File: config.mk
export PLATFORM = sky130hd
export DESIGN_NAME = booth_mul_seq
export DESIGN_NICKNAME = d
export VERILOG_FILES = /design/src/rtl/booth_pkg.sv /design/src/rtl/booth_sel_gen.sv /design/src/rtl/booth_mul_seq.sv
export SDC_FILE = /design/constraint.sdc
export NUM_CORES = 1
export LEC_CHECK = 0
export CORE_ASPECT_RATIO = 1.2
export CORE_MARGIN = 2
export CORE_UTILIZATION = 59
export DETAILED_ROUTE_END_ITERATION = 10
export PLACE_DENSITY = 0.87
export SYNTH_ARGS = -nofsm -noshare
export SYNTH_HDL_FRONTEND = slang
export SYNTH_SLANG_ARGS = --single-unit
File: constraint.sdc
create_clock -name clk -period 5.2 [get_ports clk]
set_input_delay 1.04 -clock clk [delete_from_list [all_inputs] [get_ports clk]]
set_output_delay 1.04 -clock clk [all_outputs]
set_load 0.01 [all_outputs]
File: src/rtl/booth_pkg.sv
// rtl/booth_pkg.sv - shared types and helpers for the sequential radix-4 Booth multiplier
package booth_pkg;

    typedef enum logic [1:0] {IDLE, CALC, DONE} state_t;

    typedef enum logic [2:0] {SEL_ZERO, SEL_P1, SEL_P2, SEL_N1, SEL_N2} sel_t;

    // One group per bit pair plus a top group that keeps unsigned operands exact.
    function automatic int ngrp_of(input int width);
        return width / 2 + 1;
    endfunction

endpackage

File: src/rtl/booth_sel_gen.sv
// rtl/booth_sel_gen.sv - single-group radix-4 Booth selector (0, +X, +2X, -X, -2X)
module booth_sel_gen
    import booth_pkg::*;
#(
    parameter int WIDTH = 16
) (
    input  logic [2:0]       triplet,
    input  logic [WIDTH+1:0] mcand,
    output logic [WIDTH+2:0] sel_val,
    output logic             neg
);

    sel_t             sel;
    logic [WIDTH+2:0] x1;
    logic [WIDTH+2:0] x2;

    assign x1 = {mcand[WIDTH+1], mcand};
    assign x2 = {mcand, 1'b0};

    always_comb begin
        sel = SEL_ZERO;
        case (triplet)
            3'b001, 3'b010: sel = SEL_P1;
            3'b011:         sel = SEL_P2;
            3'b100:         sel = SEL_N2;
            3'b101, 3'b110: sel = SEL_N1;
            default:        sel = SEL_ZERO;
        endcase
    end

    // Negative selections are emitted inverted; the +1 rides in as the adder carry-in.
    always_comb begin
        sel_val = '0;
        neg     = 1'b0;
        case (sel)
            SEL_P1: sel_val = x1;
            SEL_P2: sel_val = x2;
            SEL_N1: begin
                sel_val = ~x1;
                neg     = 1'b1;
            end
            SEL_N2: begin
                sel_val = ~x2;
                neg     = 1'b1;
            end
            default: begin
                sel_val = '0;
                neg     = 1'b0;
            end
        endcase
    end

endmodule

File: src/rtl/booth_mul_seq.sv
// rtl/booth_mul_seq.sv - iterative radix-4 Booth multiplier, one partial product per clock
module booth_mul_seq
    import booth_pkg::*;
#(
    parameter int WIDTH = 16
) (
    input  logic                 clk,
    input  logic                 rst_n,
    input  logic                 in_valid,
    output logic                 in_ready,
    input  logic [WIDTH-1:0]     x,
    input  logic [WIDTH-1:0]     y,
    input  logic                 is_signed,
    output logic                 out_valid,
    input  logic                 out_ready,
    output logic [2*WIDTH-1:0]   product,
    output logic                 busy
);

    localparam int NGRP = ngrp_of(WIDTH);
    localparam int CW   = $clog2(NGRP);
    localparam int AW   = 2 * WIDTH + 2;

    state_t           state;
    logic [CW-1:0]    cnt;
    logic [WIDTH+1:0] x_reg;
    logic [WIDTH+2:0] y_pad;
    logic [AW-1:0]    acc;

    logic [WIDTH+1:0] x_ext;
    logic [WIDTH+1:0] y_ext;
    logic [WIDTH+2:0] sel_val;
    logic             neg;
    logic [CW:0]      shamt;
    logic [AW-1:0]    addend;
    logic [AW-1:0]    cin_vec;
    logic             unused_acc_top;

    assign x_ext = is_signed ? {{2{x[WIDTH-1]}}, x} : {2'b00, x};
    assign y_ext = is_signed ? {{2{y[WIDTH-1]}}, y} : {2'b00, y};

    // y_pad is shifted right two bits per group, so the current triplet is always at [2:0].
    booth_sel_gen #(.WIDTH(WIDTH)) u_sel (
        .triplet (y_pad[2:0]),
        .mcand   (x_reg),
        .sel_val (sel_val),
        .neg     (neg)
    );

    assign shamt   = {cnt, 1'b0};
    assign addend  = {{(WIDTH-1){sel_val[WIDTH+2]}}, sel_val} << shamt;
    assign cin_vec = {{(AW-1){1'b0}}, neg} << shamt;

    assign product        = acc[2*WIDTH-1:0];
    assign unused_acc_top = ^acc[AW-1:2*WIDTH];

    always_ff @(posedge clk or negedge rst_n) begin
        if (!rst_n) begin
            state     <= IDLE;
            in_ready  <= 1'b1;
            out_valid <= 1'b0;
            busy      <= 1'b0;
            cnt       <= '0;
            acc       <= '0;
            x_reg     <= '0;
            y_pad     <= '0;
        end else begin
            case (state)
                IDLE: begin
                    if (in_valid) begin
                        x_reg    <= x_ext;
                        y_pad    <= {y_ext, 1'b0};
                        acc      <= '0;
                        cnt      <= '0;
                        state    <= CALC;
                        in_ready <= 1'b0;
                        busy     <= 1'b1;
                    end
                end
                CALC: begin
                    acc   <= acc + addend + cin_vec;
                    y_pad <= {2'b00, y_pad[WIDTH+2:2]};
                    cnt   <= cnt + 1'b1;
                    if (cnt == CW'(NGRP - 1)) begin
                        state     <= DONE;
                        out_valid <= 1'b1;
                    end
                end
                DONE: begin
                    if (out_ready) begin
                        state     <= IDLE;
                        out_valid <= 1'b0;
                        busy      <= 1'b0;
                        in_ready  <= 1'b1;
                    end
                end
                default: state <= IDLE;
            endcase
        end
    end

endmodule
==> summary.txt, run 1 <==
Critical path
  – CP startpoint kind: register
  – FF-to-FF path depth: 17
  – Critical Path Max Stage Delay: 530 ps
  – CP max stage cell: dfrtp_2
  – Reg2Reg Launch Point: y_pad[1]$_DFFE_PN0P_
  – Kind of critical path: register to register
  – R2r setup slk: 200 ps
  – Crit path cell chain: or3b_1 > buf_4 > o21ai_0 > mux2i_1 > nor2_1 > o31ai_1 > or2_2 > fa_1 > inv_1 > ha_1 > a21oi_1 > o21ai_0 > o21ai_0 > a211oi_1 > a41oi_1 > mux2i_1 > a221o_1
  – CP Capture Type: register
  – Worst reg2reg path endpoint: acc[25]$_DFFE_PN0P_
  – Worst-path maximum fanout: 16
  – Worst Path Required: 5430 ps
  – Most frequent cell on the critical path: o21ai_0
  – Arr. time, crit path: 5220 ps

Clock network
  – CTS hold repair buffers: 0
  – Num CTS Buffers: 9
  – H-tree depth: 3
  – Max clock buf depth: 2
  – Clock Latency Late Sink: 350 ps
  – CTS tree: done
  – Sink Count: 76
  – Root Driver: clkbuf_16
  – Clock-pin slew on the worst setup and hold paths: 70 ps

GRT
  – Initial antenna violation count: 0
  – GRT Total Usage: 0.300
  – GRT overflow: 0
  – Global-route wire length before repair: 29,400 um
  – Vias in the first global route: 5,918
  – Pin count of the biggest net entering global routing: 77

Timing
  – TNS Setup: 0 ps
  – Final setup vio count: 0
  – Min Tclk post-route: 5000 ps
  – Worst Hold Slack: 484 ps
  – Max-slew headroom: 0.303
  – Final clock skew: 10.8 ps
  – F_max: 200 MHz
  – Worst-margin pin slew: 1050 ps
  – Fin crit share: 0.961
  – Max-slew violations: 0
  – RSZ-0062 raised after global routing: no
  – Count of final hold-check violations: 0

Synthesis
  – Synth top area cells: dfrtp_1, ha_1, nand2_1, mux2i_1, fa_1
  – Synth Instances: 813
  – Ys flop type: dfrtp_1
  – Top-area cell type share of the netlist area: 0.273
  – Seq cells post-synth: 76
  – Distinct cells, synth: 68
  – Count leader, synth: nand2_1
  – Sequential fraction of the synthesis area: 0.276
  – Post-synth EDFFs: 0
  – Syn_nets: 914
  – Synth Cell Area: 6890 um^2
  – Syn_area_per_cell: 8.47 um^2
  – Async SR Flop Fraction: 1.00
  – Synth Warn #: 0
  – Yosys top cell by area: dfrtp_1
  – Commonest cells in the netlist: nand2_1, dfrtp_1, nor2_1

Placement
  – Dpl cells: 999
  – Final HPWL DP: 13,400 um
  – GP Congestion: 1.01
  – Port buffer count: 71

Route
  – Final wirelength: 18,200 um
  – Residual DRC count: 0
  – Final ANT Viol Nets: 0
  – Per-cell routed wire length: 17.9 um
  – Vias: 6,189
  – Avg Vias per Cell: 6.07
  – DRT Pass-1 Iters: 7
  – First DRT Iteration DRCs: 503

Job
  – Max Cap Violations: 0

Final layout
  – Syn-to-layout area delta: 15.9%
  – Layout Utilization: 0.697
  – Final net count: 958
  – Share of cells above drive strength 1: 0.0824
  – # diodes: 0
  – Filler cell count: 889
  – Max reg flops: 32
  – Non-filler cells, final: 1,019

Die
  – I/O pins: 72
  – Die X: 103 um
  – Initial cell density of the core: 0.601
  – Std-Cell Rows: 43
  – Die area: 12,600 um^2
  – Core Area: 11,500 um^2
  – Die height: 122 um

Hold path
  – Hold depth: 2
  – Hold crit path type: register to register
  – Worst hold start: y_pad[13]$_DFFE_PN0P_
  – Hold Crit Endpoint: y_pad[13]$_DFFE_PN0P_

Outcome
  – Status: finished, final reports clean
repair_timing:
| action | 4_1_cts | 5_1_grt |
|---|---|---|
| endpoints found under the setup margin | 0 | 9 |
| hold endpoints to repair | 0 | 0 |
| gates resized for setup | 0 | 5 |
| setup buffers | 0 | 4 |
kinds of logic (layout without fill, tap and decap cells):
kind of cell / count (synthesis) / count (layout) / share of synthesized area
mux: 57 / 57 / 0.0918
compound gates: 232 / 232 / 0.215
buf+inv: 99 / 148 / 0.0616
fa+ha+maj: 64 / 64 / 0.135
simple gates: 239 / 239 / 0.159
flops: 76 / 76 / 0.276
xor+xnor: 46 / 46 / 0.0612
per-stage QoR:
| step | area, um^2 | worst slack [ps] |
|---|---|---|
| finish | 7980 | 205 |
| global route | 7980 | 7.47 |
| CTS | 7940 | 188 |
| detailed placement | 7640 | 221 |
| global placement | 7640 | 202 |
| floorplan | 6890 | 897 |
area by class of cell:
cell class	count	area, um^2	area share
multi-input cells	638	4580	0.574
flip-flops and latches	76	1910	0.239
repair buffers	87	828	0.104
clock buffers	9	225	0.0282
well taps	157	196	0.0246
inverters	45	169	0.0212
clock inverters	7	76.3	0.00956
layout by cell type, fill, tap and decap left out, types with 7 or more instances in the layout:
cell type and count:
a21oi_1 52, nor2b_1 8, a21o_1 23, nand2_1 94, clkdlybuf4s50_1 70, mux2i_1 35, and3_1 7, clkbuf_16 9
nand3_1 14, inv_1 42, fa_1 17, a211oi_1 13, buf_4 17, dfrtp_1 73, ha_1 47, xor2_1 14
nand2b_1 9, o221ai_1 7, nor2_1 69, mux2_2 19, nand4b_1 8, xnor2_1 31, o21ai_0 66, a31oi_1 7
routing by layer:
layer | share of wire | wire, um | vias up | GRT usage
met5 | 0 | 0 | - | 0
met3 | 0.060 | 1100 | 73 | 0.0404
met1 | 0.41 | 7420 | 2893 | 0.390
met4 | 0.055 | 1010 | 0 | 0.165
met2 | 0.48 | 8710 | 251 | 0.481
li1 | - | - | 2972 | -
worst max-delay path by stage:
stage / slack (ps) / startpoint / endpoint
2_1_floorplan: 900 / y_pad[1]$_DFFE_PN0P_ / acc[24]$_DFFE_PN0P_
3_5_place_dp: 220 / y_pad[1]$_DFFE_PN0P_ / acc[29]$_DFFE_PN0P_
4_1_cts: 190 / y_pad[1]$_DFFE_PN0P_ / acc[23]$_DFFE_PN0P_
3_3_place_gp: 200 / y_pad[1]$_DFFE_PN0P_ / acc[29]$_DFFE_PN0P_
6_report: 200 / y_pad[1]$_DFFE_PN0P_ / acc[25]$_DFFE_PN0P_
5_1_grt: 7 / y_pad[1]$_DFFE_PN0P_ / acc[25]$_DFFE_PN0P_
critical path: cells and delay by family (launching register included):
family          cells  cell delay (ps)
buf+inv             2              240
simple gates        3              970
mux                 2              320
flops               1              530
fa+ha+maj           2              890
compound gates      8             1930
Power of run 1 is not shown: default switching activity piles up to over one toggle a cycle in this logic, so the estimate is an artifact.
==> run 2, diff against run 1 <==
CORE_ASPECT_RATIO = 0.7   (was 1.2)
==> run 2 against run 1 <==
Critical path depth is 2 higher. Non-clock buffer count is 5 higher. Cell count hardly changed. Largest cell class unchanged. Fmax is 0.59% higher. Clock skew is 2.3 ps lower. Setup slack better by 29 ps. Sequential share of layout area is 0.19 points lower. Die area hardly changed. Global-route usage is 4.3 points higher. Utilization is 2.0 points higher. Count of clock-buffer cells in the layout stayed put. Critical path type unchanged.
==> summary.txt, run 2 (same netlist as run 1, synthesis figures left out) <==
Placement
  – GP Congestion: 1.02 (was 1.01)
  – Dpl cells: 1,001 (was 999)
  – Port buffer count: 71 (unchanged)
  – Final HPWL DP: 15,600 um (was 13,400 um)

Timing
  – Min Tclk post-route: 4970 ps (was 5000 ps)
  – F_max: 201 MHz (was 200 MHz)
  – Final setup vio count: 0 (unchanged)
  – Worst Hold Slack: 485 ps (was 484 ps)
  – Worst-margin pin slew: 1180 ps (was 1050 ps)
  – Fin crit share: 0.955 (was 0.961)
  – Max-slew headroom: 0.209 (was 0.303)
  – Max-slew violations: 0 (unchanged)
  – Final clock skew: 8.50 ps (was 10.8 ps)
  – Count of final hold-check violations: 0 (unchanged)
  – RSZ-0062 raised after global routing: no (unchanged)
  – TNS Setup: 0 ps (unchanged)

Final layout
  – Filler cell count: 867 (was 889)
  – Layout Utilization: 0.717 (was 0.697)
  – # diodes: 0 (unchanged)
  – Commonest non-fill, non-tap cell in the layout: nand2_1 (unchanged)
  – Syn-to-layout area delta: 16.7% (was 15.9%)
  – Share of cells above drive strength 1: 0.0888 (was 0.0824)
  – Most frequent cells in the layout: nand2_1, dfrtp_1, clkdlybuf4s50_1, nor2_1, o21ai_0 (unchanged)
  – Max reg flops: 32 (unchanged)
  – Final net count: 963 (was 958)
  – Area of the multi-input gates: 4590 um^2 (was 4580 um^2)
  – Non-filler cells, final: 1,020 (was 1,019)
  – FF/Latch Area: 1900 um^2 (was 1910 um^2)

Critical path
  – Worst-path maximum fanout: 11 (was 16)
  – Arr. time, crit path: 5140 ps (was 5220 ps)
  – CP Capture Type: register (unchanged)
  – CP max stage cell: or3b_4 (was dfrtp_2)
  – Kind of critical path: register to register (unchanged)
  – CP startpoint kind: register (unchanged)
  – Worst reg2reg path endpoint: acc[23]$_DFFE_PN0P_ (was acc[25]$_DFFE_PN0P_)
  – R2r setup slk: 230 ps (was 200 ps)
  – Crit-path leading delay family: simple AND/OR/NAND/NOR gates (was compound AO/OA/AOI/OAI gates)
  – Critical Path Max Stage Delay: 510 ps (was 530 ps)
  – Worst Path Required: 5380 ps (was 5430 ps)
  – Crit path cell chain: or3b_4 > buf_4 > o221ai_1 > mux2i_1 > nor2_1 > a31oi_1 > nand2_1 > o21ai_0 > nor2_1 > ha_1 > ha_1 > and3_1 > nand3_1 > a211oi_1 > o21ai_0 > nand3_1 > a31oi_1 > xor2_1 > o21ai_0 (was or3b_1 > buf_4 > o21ai_0 > mux2i_1 > nor2_1 > o31ai_1 > or2_2 > fa_1 > inv_1 > ha_1 > a21oi_1 > o21ai_0 > o21ai_0 > a211oi_1 > a41oi_1 > mux2i_1 > a221o_1)
  – Reg2Reg Launch Point: y_pad[1]$_DFFE_PN0P_ (unchanged)
  – CP bufs+invs: 1 (was 2)
  – Most frequent cell on the critical path: o21ai_0 (unchanged)
  – FF-to-FF path depth: 19 (was 17)

Die
  – Core Area: 11,200 um^2 (was 11,500 um^2)
  – Die X: 133 um (was 103 um)
  – Die area: 12,600 um^2 (about the same)
  – I/O pins: 72 (unchanged)
  – Initial cell density of the core: 0.614 (was 0.601)
  – Std-Cell Rows: 32 (was 43)
  – Die height: 94.4 um (was 122 um)

Clock network
  – Clock Latency Late Sink: 350 ps (about the same)
  – Root Driver: clkbuf_16 (unchanged)
  – Clock-pin slew on the worst setup and hold paths: 70 ps (about the same)
  – CTS tree: done (unchanged)
  – Max clock buf depth: 2 (unchanged)
  – H-tree depth: 3 (unchanged)
  – Num CTS Buffers: 9 (unchanged)
  – Sink Count: 76 (unchanged)

Route
  – Per-cell routed wire length: 20.4 um (was 17.9 um)
  – Vias: 6,448 (was 6,189)
  – DRT Pass-1 Iters: 7 (unchanged)
  – Avg Vias per Cell: 6.32 (was 6.07)
  – Final ANT Viol Nets: 0 (unchanged)
  – Final wirelength: 20,800 um (was 18,200 um)
  – Residual DRC count: 0 (unchanged)
  – First DRT Iteration DRCs: 714 (was 503)

Hold path
  – Hold depth: 2 (unchanged)
  – Hold Crit Endpoint: y_pad[5]$_DFFE_PN0P_ (was y_pad[13]$_DFFE_PN0P_)
  – Worst hold start: y_pad[5]$_DFFE_PN0P_ (was y_pad[13]$_DFFE_PN0P_)
  – Hold crit path type: register to register (unchanged)

GRT
  – GRT Total Usage: 0.343 (was 0.300)
  – Met2 GRT Util: 0.509 (was 0.481)
  – Initial antenna violation count: 0 (unchanged)
  – M3 GR Usage: 0.0762 (was 0.0404)
  – Pin count of the biggest net entering global routing: 77 (unchanged)
  – Global-route wire length before repair: 33,400 um (was 29,400 um)
  – GRT overflow: 0 (unchanged)
  – Busiest layer in global routing: met1 (was met2)
  – Vias in the first global route: 6,249 (was 5,918)
  – GRT met1 Usage: 0.515 (was 0.390)

Outcome
  – Status: finished, final reports clean (unchanged)

Job
  – Max Cap Violations: 0 (unchanged)
run 2: cell types whose count changed in the layout (fill, tap and decap cells not counted), sizes merged:
cell / before / now
bufinv: 0 / 1
clkinv: 3 / 4
buf: 17 / 22
clkinvlp: 0 / 1
inv: 49 / 46
run 2: stage by stage:
step / instance area, um^2 / setup WS (ps)
after detailed placement: 7680 / 227
after global placement: 7680 / 284
after CTS: 8000 / 183
after floorplan: 6890 / 897
final: 8040 / 234
after global routing: 8040 / 6.41
run 2: final cells by class:
| cell class | instances | share of cell area |
|---|---|---|
| Clock inverter | 7 | 0.0117 |
| Multi-Input combinational cell | 638 | 0.571 |
| Inverter | 45 | 0.0210 |
| Sequential cell | 76 | 0.237 |
| Timing Repair Buffer | 92 | 0.108 |
| Clock buffer | 9 | 0.0280 |
| Tap cell | 153 | 0.0238 |
run 2: what timing repair did:
action | 4_1_cts | 5_1_grt
resized for setup | 0 | 7
hold buffers | 0 | 0
setup endpoints to repair | 0 | 11
setup buffers | 0 | 3
run 2: how the worst max path moves through the flow:
| stage | start | to | cells past startpoint |
|---|---|---|---|
| 4_1_cts | y_pad[1]$_DFFE_PN0P_ | acc[25]$_DFFE_PN0P_ | 19 |
| 3_5_place_dp | y_pad[1]$_DFFE_PN0P_ | acc[25]$_DFFE_PN0P_ | 18 |
| 2_1_floorplan | y_pad[1]$_DFFE_PN0P_ | acc[24]$_DFFE_PN0P_ | 20 |
| 6_report | y_pad[1]$_DFFE_PN0P_ | acc[23]$_DFFE_PN0P_ | 19 |
| 5_1_grt | y_pad[1]$_DFFE_PN0P_ | acc[23]$_DFFE_PN0P_ | 19 |
| 3_3_place_gp | y_pad[1]$_DFFE_PN0P_ | acc[25]$_DFFE_PN0P_ | 18 |
run 2: worst register-to-register path: cells and delay by family, from the launching register on:
kind	cells	cell delay, ps
compound gates	7	1450
xor+xnor	1	170
fa+ha+maj	2	690
buf+inv	1	200
flops	1	490
mux	1	170
simple gates	7	1640
run 2: per-layer routing:
metal | routed length, um | vias up
li1 | - | 2976
met5 | 0 | -
met2 | 8570 | 351
met4 | 396 | 0
met3 | 2210 | 41
met1 | 9620 | 3080
Power of run 2 is left out for the same reason.
==> run 3, diff against run 2 <==
CAP_MARGIN = 20   (was default)
CORE_MARGIN = default   (was 2)
==> run 3 against run 2 <==
Via count grew 0.85%. Utilization grew 0.66 points. Final area grew 0.56%. Critical endpoint is now acc[31]$_DFFE_PN0P_. Cell count grew 0.39%. Critical path type unchanged. Register-to-register slack is essentially flat. Wire length shrank 2.5%.
==> summary.txt, run 3 (same netlist as run 1, synthesis figures left out) <==
Clock network
  – H-tree depth: 3 (unchanged)
  – Root Driver: clkbuf_16 (unchanged)
  – Max clock buf depth: 2 (unchanged)
  – CTS tree: done (unchanged)
  – Num CTS Buffers: 9 (unchanged)
  – Clock-pin slew on the worst setup and hold paths: 70 ps (about the same)
  – Sink Count: 76 (unchanged)
  – CTS hold repair buffers: 0 (unchanged)
  – Clock Latency Late Sink: 350 ps (about the same)

Hold path
  – Hold Crit Endpoint: y_pad[3]$_DFFE_PN0P_ (was y_pad[5]$_DFFE_PN0P_)
  – Hold crit path type: register to register (unchanged)
  – Hold depth: 2 (unchanged)
  – Worst hold start: y_pad[3]$_DFFE_PN0P_ (was y_pad[5]$_DFFE_PN0P_)

Job
  – Max Cap Violations: 0 (unchanged)

Timing
  – Fin crit share: 0.954 (was 0.955)
  – Min Tclk post-route: 4960 ps (was 4970 ps)
  – Max-slew headroom: 0.297 (was 0.209)
  – Count of final hold-check violations: 0 (unchanged)
  – Final setup vio count: 0 (unchanged)
  – Worst-margin pin slew: 1050 ps (was 1180 ps)
  – F_max: 202 MHz (was 201 MHz)
  – Final clock skew: 7.67 ps (was 8.50 ps)
  – Max-slew violations: 0 (unchanged)

Final layout
  – Non-filler cells, final: 1,024 (was 1,020)
  – Commonest non-fill, non-tap cell in the layout: nand2_1 (unchanged)
  – Final net count: 967 (was 963)
  – Syn-to-layout area delta: 17.4% (was 16.7%)
  – Layout Utilization: 0.724 (was 0.717)
  – Max reg flops: 32 (unchanged)
  – # diodes: 0 (unchanged)
  – Share of cells above drive strength 1: 0.0907 (was 0.0888)
  – Most frequent cells in the layout: nand2_1, dfrtp_1, clkdlybuf4s50_1, nor2_1, o21ai_0 (unchanged)

Die
  – Die height: 92.4 um (was 94.4 um)
  – Die X: 131 um (was 133 um)
  – I/O pins: 72 (unchanged)
  – Std-Cell Rows: 32 (unchanged)
  – Die area: 12,100 um^2 (was 12,600 um^2)
  – Core Area: 11,200 um^2 (about the same)
  – Initial cell density of the core: 0.616 (was 0.614)

Critical path
  – FF-to-FF path depth: 18 (was 19)
  – CP Launch Point: y_pad[2]$_DFFE_PN0P_ (was y_pad[1]$_DFFE_PN0P_)
  – Worst Path Required: 5390 ps (was 5380 ps)
  – Kind of critical path: register to register (unchanged)
  – CP Capture Type: register (unchanged)
  – Worst reg2reg path endpoint: acc[31]$_DFFE_PN0P_ (was acc[23]$_DFFE_PN0P_)
  – Reg2Reg Launch Point: y_pad[2]$_DFFE_PN0P_ (was y_pad[1]$_DFFE_PN0P_)
  – Worst-path maximum fanout: 32 (was 11)
  – CP startpoint kind: register (unchanged)
  – R2r setup slk: 240 ps (was 230 ps)
  – Arr. time, crit path: 5150 ps (was 5140 ps)

Route
  – DRT Pass-1 Iters: 8 (was 7)
  – Per-cell routed wire length: 19.8 um (was 20.4 um)
  – Final wirelength: 20,300 um (was 20,800 um)
  – Vias: 6,503 (was 6,448)
  – Final ANT Viol Nets: 0 (unchanged)
  – Avg Vias per Cell: 6.35 (was 6.32)
  – First DRT Iteration DRCs: 733 (was 714)
  – Residual DRC count: 0 (unchanged)

Placement
  – Final HPWL DP: 15,100 um (was 15,600 um)
  – Port buffer count: 71 (unchanged)
  – Dpl cells: 1,003 (was 1,001)
  – GP Congestion: 1.04 (was 1.02)

GRT
  – Global-route wire length before repair: 32,900 um (was 33,400 um)
  – GRT Total Usage: 0.347 (was 0.343)
  – Pin count of the biggest net entering global routing: 77 (unchanged)
  – Vias in the first global route: 6,133 (was 6,249)
  – Initial antenna violation count: 0 (unchanged)
  – GRT overflow: 0 (unchanged)

Outcome
  – Status: finished, final reports clean (unchanged)
## run 3: cell types whose count changed in the layout (fill, tap and decap cells not counted), moves of 2 or more
cell / delta
inv_6: +2
a21oi_2: -2
dfrtp_1: -2
buf_4: +2
a21oi_1: +2
dfrtp_2: +2
## run 3: stage by stage
step           setup TNS, ps  setup slack (ps)  instance area (um^2)  hold slack [ps]
2_1_floorplan              0               897                  6890              449
3_3_place_gp               0               313                  7690              463
3_5_place_dp               0               168                  7690              476
4_1_cts                    0               151                  8010              495
5_1_grt                -3.17             -3.17                  8080              522
6_report                   0               239                  8080              493
## run 3: critical path, cell delays in order (launching register included)
cell,delay [ps]
dfrtp_1,360
buf_4,360
and3b_1,330
a211oi_1,470
mux2i_1,180
a21oi_1,280
nand2_1,80
o21ai_0,80
o22ai_1,170
fa_1,450
ha_1,400
a21oi_1,290
nand2_1,140
a41oi_1,270
o21ai_0,190
a311o_1,390
a21o_1,170
xnor2_1,130
o21ai_1,70
## run 3: worst max-delay path by stage
stage / slack [ps] / cells after the start / endpoint
CTS: 150 / 20 / acc[25]$_DFFE_PN0P_
detailed placement: 170 / 20 / acc[25]$_DFFE_PN0P_
floorplan: 900 / 20 / acc[24]$_DFFE_PN0P_
finish: 240 / 18 / acc[31]$_DFFE_PN0P_
global route: -3 / 18 / acc[31]$_DFFE_PN0P_
global placement: 310 / 20 / acc[25]$_DFFE_PN0P_
## run 3: final cells by class
| class | count | area (um^2) |
|---|---|---|
| clock inverters | 7 | 87.6 |
| flip-flops and latches | 76 | 1910 |
| clock buffers | 9 | 225 |
| inverters | 45 | 169 |
| well taps | 153 | 191 |
| multi-input cells | 638 | 4580 |
| repair buffers | 96 | 928 |
| fillers | 832 | 3090 |
## run 3: metal layers
layer	vias up	part of all wire	track usage
met1	3130	0.45	0.510
met5	-	0	0
met3	29	0.11	0.0898
li1	2987	-	-
met4	0	0.012	0.0676
met2	357	0.43	0.513
## run 3: repair_timing
action	4_1_cts	5_1_grt
setup buffers	0	4
resized for setup	0	5
endpoints found under the setup margin	0	10
Power of run 3 is left out for the same reason.
